[src/rtl/img_pkg.sv]
// Shared pixel and window types for the 3x3 neighbourhood pipeline.
package img_pkg;

  localparam int unsigned PIX_W = 8;
  localparam int unsigned LANES = 2;

  typedef logic signed [PIX_W-1:0] sample_t;
  typedef sample_t [LANES-1:0]     pixel_t;
  typedef pixel_t [8:0]            window_t;

  typedef enum logic {
    STREAM,
    DONE
  } state_t;

endpackage

[src/rtl/line_buffer.sv]
// One image row of storage: combinational read, registered write at the same address.
module line_buffer #(
  parameter int unsigned DEPTH = 64,
  parameter int unsigned WIDTH = 16
) (
  input  logic                     clk,
  input  logic                     we_i,
  input  logic [$clog2(DEPTH)-1:0] addr_i,
  input  logic [WIDTH-1:0]         wr_data_i,
  output logic [WIDTH-1:0]         rd_data_o
);

  logic [WIDTH-1:0] mem_q [DEPTH];

  assign rd_data_o = mem_q[addr_i];

  always_ff @(posedge clk) begin
    if (we_i) begin
      mem_q[addr_i] <= wr_data_i;
    end
  end

endmodule

[src/rtl/window_generator.sv]
// Raster pixel stream to 3x3 windows; only fully populated neighbourhoods are flagged valid.
module window_generator
  import img_pkg::*;
#(
  parameter int unsigned IMG_W = 64,
  parameter int unsigned IMG_H = 64
) (
  input  logic    clk,
  input  logic    reset,
  input  pixel_t  pix_in,
  input  logic    pix_valid,
  output logic    pix_ready,
  output window_t window,
  output logic    win_valid,
  output logic    frame_done
);

  localparam int unsigned COL_W = $clog2(IMG_W);
  localparam int unsigned ROW_W = $clog2(IMG_H);
  localparam int unsigned LB_W  = $bits(pixel_t);

  state_t           state_q, state_d;
  logic [COL_W-1:0] col_q, col_d;
  logic [ROW_W-1:0] row_q, row_d;
  window_t          win_q, win_d;
  logic             win_valid_q, win_valid_d;
  logic             accept;
  logic [LB_W-1:0]  lb_old_rd, lb_new_rd;

  // Reset blocks buffer writes so a discarded partial frame cannot disturb state.
  line_buffer #(.DEPTH(IMG_W), .WIDTH(LB_W)) u_lb_old (
    .clk       (clk),
    .we_i      (accept && !reset),
    .addr_i    (col_q),
    .wr_data_i (lb_new_rd),
    .rd_data_o (lb_old_rd)
  );

  line_buffer #(.DEPTH(IMG_W), .WIDTH(LB_W)) u_lb_new (
    .clk       (clk),
    .we_i      (accept && !reset),
    .addr_i    (col_q),
    .wr_data_i (pix_in),
    .rd_data_o (lb_new_rd)
  );

  always_comb begin
    state_d     = state_q;
    col_d       = col_q;
    row_d       = row_q;
    win_d       = win_q;
    win_valid_d = 1'b0;
    pix_ready   = (state_q == STREAM);
    frame_done  = (state_q == DONE);
    accept      = pix_valid && pix_ready;

    case (state_q)
      STREAM: begin
        if (accept) begin
          for (int unsigned i = 0; i < 3; i++) begin
            win_d[3*i]   = win_q[3*i+1];
            win_d[3*i+1] = win_q[3*i+2];
          end
          win_d[2]    = pixel_t'(lb_old_rd);
          win_d[5]    = pixel_t'(lb_new_rd);
          win_d[8]    = pix_in;
          win_valid_d = (row_q >= ROW_W'(2)) && (col_q >= COL_W'(2));
          if (col_q == COL_W'(IMG_W - 1)) begin
            col_d = '0;
            if (row_q == ROW_W'(IMG_H - 1)) begin
              row_d   = '0;
              state_d = DONE;
            end else begin
              row_d = row_q + ROW_W'(1);
            end
          end else begin
            col_d = col_q + COL_W'(1);
          end
        end
      end
      DONE: begin
        state_d = STREAM;
      end
      default: begin
        state_d = STREAM;
      end
    endcase
  end

  always_ff @(posedge clk) begin
    if (reset) begin
      state_q     <= STREAM;
      col_q       <= '0;
      row_q       <= '0;
      win_q       <= '0;
      win_valid_q <= 1'b0;
    end else begin
      state_q     <= state_d;
      col_q       <= col_d;
      row_q       <= row_d;
      win_q       <= win_d;
      win_valid_q <= win_valid_d;
    end
  end

  assign window    = win_q;
  assign win_valid = win_valid_q;

endmodule

[config.mk]
export PLATFORM = sky130hd
export DESIGN_NAME = window_generator
export DESIGN_NICKNAME = d
export VERILOG_FILES = /design/src/rtl/img_pkg.sv /design/src/rtl/line_buffer.sv /design/src/rtl/window_generator.sv
export SDC_FILE = /design/constraint.sdc
export NUM_CORES = 2
export LEC_CHECK = 0
export BUFFER_PORTS_ARGS = -buffer_cell sky130_fd_sc_hd__buf_2
export CAP_MARGIN = 20
export CORE_ASPECT_RATIO = 0.8
export CORE_UTILIZATION = 62
export DETAILED_ROUTE_END_ITERATION = 6
export PLACE_DENSITY = 0.77
export SLEW_MARGIN = 20
export SYNTH_ARGS = -nofsm -noshare
export SYNTH_HDL_FRONTEND = slang
export SYNTH_SLANG_ARGS = --single-unit
[constraint.sdc]
create_clock -name clk -period 5.96 [get_ports clk]
set_clock_uncertainty 0.2 [all_clocks]
set_input_delay 1.192 -clock clk [delete_from_list [all_inputs] [get_ports clk]]
set_output_delay 1.192 -clock clk [all_outputs]
set_load 0.01 [all_outputs]
# Yosys cells after proc, flatten, opt, wreduce, memory -nomap -nowiden
# Memories as Yosys holds them, arrays and structs flattened. A register that Yosys moved wholly into a read port is not among the register bits.
# Cells that the tools add are included.
dict set report op_classes {
  addsub 2
  magnitude_cmp 2
  eq_ne 2
  mux 10
  n_bitwise 2
  reduce_logical 7
}
# operator count
set op_table {}
lappend op_table {{6-bit two-way mux} 4}
lappend op_table {{6-bit by 1-bit adder with 6-bit output (second input constant)} 2}
lappend op_table {{6-bit == test (second input constant)} 2}
lappend op_table {{6-bit by 2-bit greater-or-equal comparator with 1-bit output (second input constant)} 2}
lappend op_table {{1-bit two-way mux} 5}
lappend op_table {{1-bit logical AND} 3}
lappend op_table {{3-bit AND reduction} 1}
lappend op_table {{3-bit OR reduction} 1}
lappend op_table {{1-bit inverter} 2}
lappend op_table {{1-bit one-hot mux with 2 select lines} 1}
lappend op_table {{2-bit AND reduction} 1}
lappend op_table {{1-bit zero test} 1}
dict set report totals {
  ff_bits 142
  ramBits 2048
  input_bits 19
  elab_cells 47
  n_memories 2
}
# memory depth word_bits read_ports rd_ports_with_merged_regs write_ports line_no
set memory_table {}
lappend memory_table {u_lb_new.mem_q 64 16 1 1 1 line_buffer.sv:13} ;# logic [WIDTH-1:0] mem_q [DEPTH];
lappend memory_table {u_lb_old.mem_q 64 16 1 1 1 line_buffer.sv:13}

# Depth between registers and ports, before layout
dict set report logic_depth {
  word_depth 5
  depth_mapped 10
}

# Hierarchy
# From an unflattened synthesis, not the netlist that was laid out.
dict set report hier_totals {
  cells_unflattened 5210
  area_unflattened_um2 83973.0
}
# mod n_inst cells_each area_each_um2 seq_area_each_um2
set modules_own_cells {}
lappend modules_own_cells {line_buffer 2 2248 39160.1 30749.5}
lappend modules_own_cells {window_generator 1 714 5652.9 3163.0}

# Worst setup path before layout
# OpenSTA, ideal clock, no wires.
dict set report synth_timing {
  path_kind {flip-flop to flip-flop}
  startpoint {register with a tool-made name}
  endpoint {memory u_lb_old.mem_q[0][0] (data pin)}
  setup_time_ns 0.702
  arrival_ns 4.116
  slack_ns 0.943
  stages_incl_launch_ff 11
  cell_sequence {dfxtp_1 -> buf_6 -> buf_12 -> buf_8 -> buf_12 -> buf_12 -> mux2i_1 -> a221oi_1 -> o21ai_0 -> and3_1 -> o21ai_0}
}
# element line_no
set synth_rtl {}
lappend synth_rtl {{end: declaration} line_buffer.sv:13}

==> metrics.yaml <==
status: "complete, no violations"
grt_pass1_vias: 42900
ctsHoldBuffers: 0
r2r_setup_slack_ns: 0.79
synth-edff-count: 2048
ys_ff_latch: 2212
antenna_left: 0
finalMaxSlewViolations: 0
synth_top_area_share_pct: 72.7
crit_fanout: 54
area_growth_pct: 12.3
crit_path_end_kind: "register"
clock_latency_ns: 0.84
wirelength_um: 220000
synth_area_mm2: 0.0845
slew_headroom_pct: 21.0
mostFrequentLayoutCells: "edfxtp_1 (2,048), mux4_2 (431), nand2_1 (381), mux2i_1 (300), clkbuf_16 (200)"
route.detailed.drc: 0
critPathLaunchType: "register"
dieArea_mm2: 0.138
clk_path_buf_depth: 3
fillers: 7832
async_reset_ff_share_pct: 0
hp-class: "reg -> reg"
cts_buffers: 196
die_h_um: 332
wl_per_cell_um: 34.1
synth_compound_area_share_pct: 3.18
drtIter0Drc: 7144
start_util_pct: 62.8
ys_warn_count: 0
synthAdderAreaFrac_pct: 0.0592
p_leak_nw: 30.2
viasPerCell: 6.92
path_cells: "buf_4 > mux2i_1 > a22oi_1 > a31o_2 > o2111ai_1 > nand2_2 > buf_12"
grtUsageTotal_pct: 32.0
row_count: 120
tightestPinTransition_ns: 1.18
powerDensity_mw_per_mm2: 336
grt_max_degree: 99
post-dp-hpwl_um: 128000
worstPathArrival_ns: 5.52
synth_xor_area_share_pct: 0.0829
dp.cells: 6071
min_period_ns: 5.17
die_width_um: 415
post_cts_resized: 0
ys_seq_area_share_pct: 76.6
cts_tree: "yes"
synth_top_family_by_area: "multiplexers"
cp.buffers_inverters: 2
holdWs_ns: 0.250
core_area_mm2: 0.135
synth_nets: 4272
finalNonFillerCells: 6454
slowest_stage: "dfxtp_4"
ys_top_cells_by_area: "edfxtp_1 (73%), mux4_2 (11%), dfxtp_1 (3.9%)"
fin_crit_sh_pct: 86.7
grt_pass1_wl_um: 312000
ys_types: 59
clock.fmax_mhz: 193
critPathTopFamily: "buffers and inverters"
clock_sinks: 2212
postCtsSetupRepairBufs: 0
cap_violations: 0
slowest_delay_ns: 1.04
fin_setup_tns_ns: 0
final_common_cell: "edfxtp_1"
avgSynthCellArea_um2: 19.9
place_congestion: 0.897
drive_above_1_share_pct: 25.1
peakVddDrop_v: 0.000345
htreeDepth: 4
finalSetupViolCount: 0
fin_nets: 4534
cp.required_ns: 6.31
ios: 166
root_buffer: "clkbuf_16"
synth_top_cell_by_area: "edfxtp_1"
worstSetupPathType: "reg -> reg"
grt_remaining_overflow: 0
portBuffers: 165
synth_mux_area_share_pct: 15.3
clkSlewWorstSetupHoldPaths_ns: 0.06
vias: 44600
syn-instance-count: 4249
rsz0062_at_grt: "no"
synth_flop_cell: "edfxtp_1"
first_pass_iters: 7
hold_viol: 0
grt_antenna_before_repair: 3
synthSimpleGateAreaFrac_pct: 3.01
## per-stage QoR
stage	worst slack (ns)	utilization [%]	area, um^2	total power [W]
after global placement	1.09	65.4	88000	0.0193
after floorplan	0.943	-	84500	0.0186
after global routing	0.745	70.6	94900	0.0325
after CTS	0.960	70.4	94600	0.0319
final	0.792	70.6	94900	0.0319
after detailed placement	0.951	65.6	88200	0.0193
## worst min-delay path, delay by kind of cell (launching register included)
family / cells / cell delay, ns
DFF: 1 / 0.30
AOI/OAI and AO/OA: 1 / 0.05
and+or+nand+nor: 1 / 0.05
## metal layers
metal | vias up | global-route usage, % | share of wire [%]
met5 | - | 0 | 0.0055
met4 | 2 | 9.86 | 3.0
met3 | 407 | 9.22 | 14
met2 | 3465 | 47.5 | 46
met1 | 23000 | 46.6 | 37
li1 | 17800 | - | -
## final timing paths
path	from	to	cells after the start
hold reg to reg	window[99]	window[99]	2
setup reg to reg	register	u_lb_old.mem_q[62][4]	7
setup / recovery	register	u_lb_old.mem_q[62][4]	7
hold / removal	window[99]	window[99]	2
## synth_stat cells, types with 6 or more instances
library cell,instances
a211oi_1,17
a21boi_0,8
a21oi_1,163
a221o_1,19
a221oi_1,16
a22oi_1,43
a31o_2,15
a31oi_1,16
a32oi_1,9
and3_1,17
buf_1,20
buf_2,57
buf_4,45
buf_6,22
clkbuf_1,104
dfxtp_1,164
edfxtp_1,2048
inv_1,7
mux2i_1,300
mux4_1,9
mux4_2,431
nand2_1,390
nand3_1,23
nor2_1,122
nor2b_1,9
nor3_1,20
o2111ai_1,8
o21ai_0,16
o21bai_1,17
o22ai_1,47
xor2_1,6
## flip-flops by register name (all words and copies together) (netlist names), named ones only
name and flops:
u_lb_new.mem_q 1024, col_q 6, window 144, frame_done 1
u_lb_old.mem_q 1024, win_valid 1, row_q 6
## layout make-up
cell class / instances / area (um^2) / share of cell area (%)
clock inverter: 117 / 1180 / 1.24
clock buffer: 254 / 5290 / 5.57
multi-input combinational: 1774 / 18900 / 20.0
timing repair buffer: 317 / 2470 / 2.60
tap: 1769 / 2210 / 2.33
inverter: 10 / 40.0 / 0.0422
sequential: 2212 / 64800 / 68.3
antenna: 1 / 2.50 / 0.00264
## where the power goes
group	switching (W)	total [W]	internal (W)	leakage, nW
clock	0.00565	0.0128	0.00719	3.15
sequential	0.000115	0.0173	0.0172	19.8
combinational	0.00118	0.00172	0.000541	7.26
total	0.00695	0.0319	0.0249	30.2
## kinds of logic after synthesis
logic type                 Yosys count
buffers and inverters              263
DFF                               2212
AOI/OAI and AO/OA                  410
xor gates and xnor gates             8
and+or+nand+nor                    612
muxes                              740
adders and majority gates            4
Note: power is estimated with default switching activity, not from simulation.
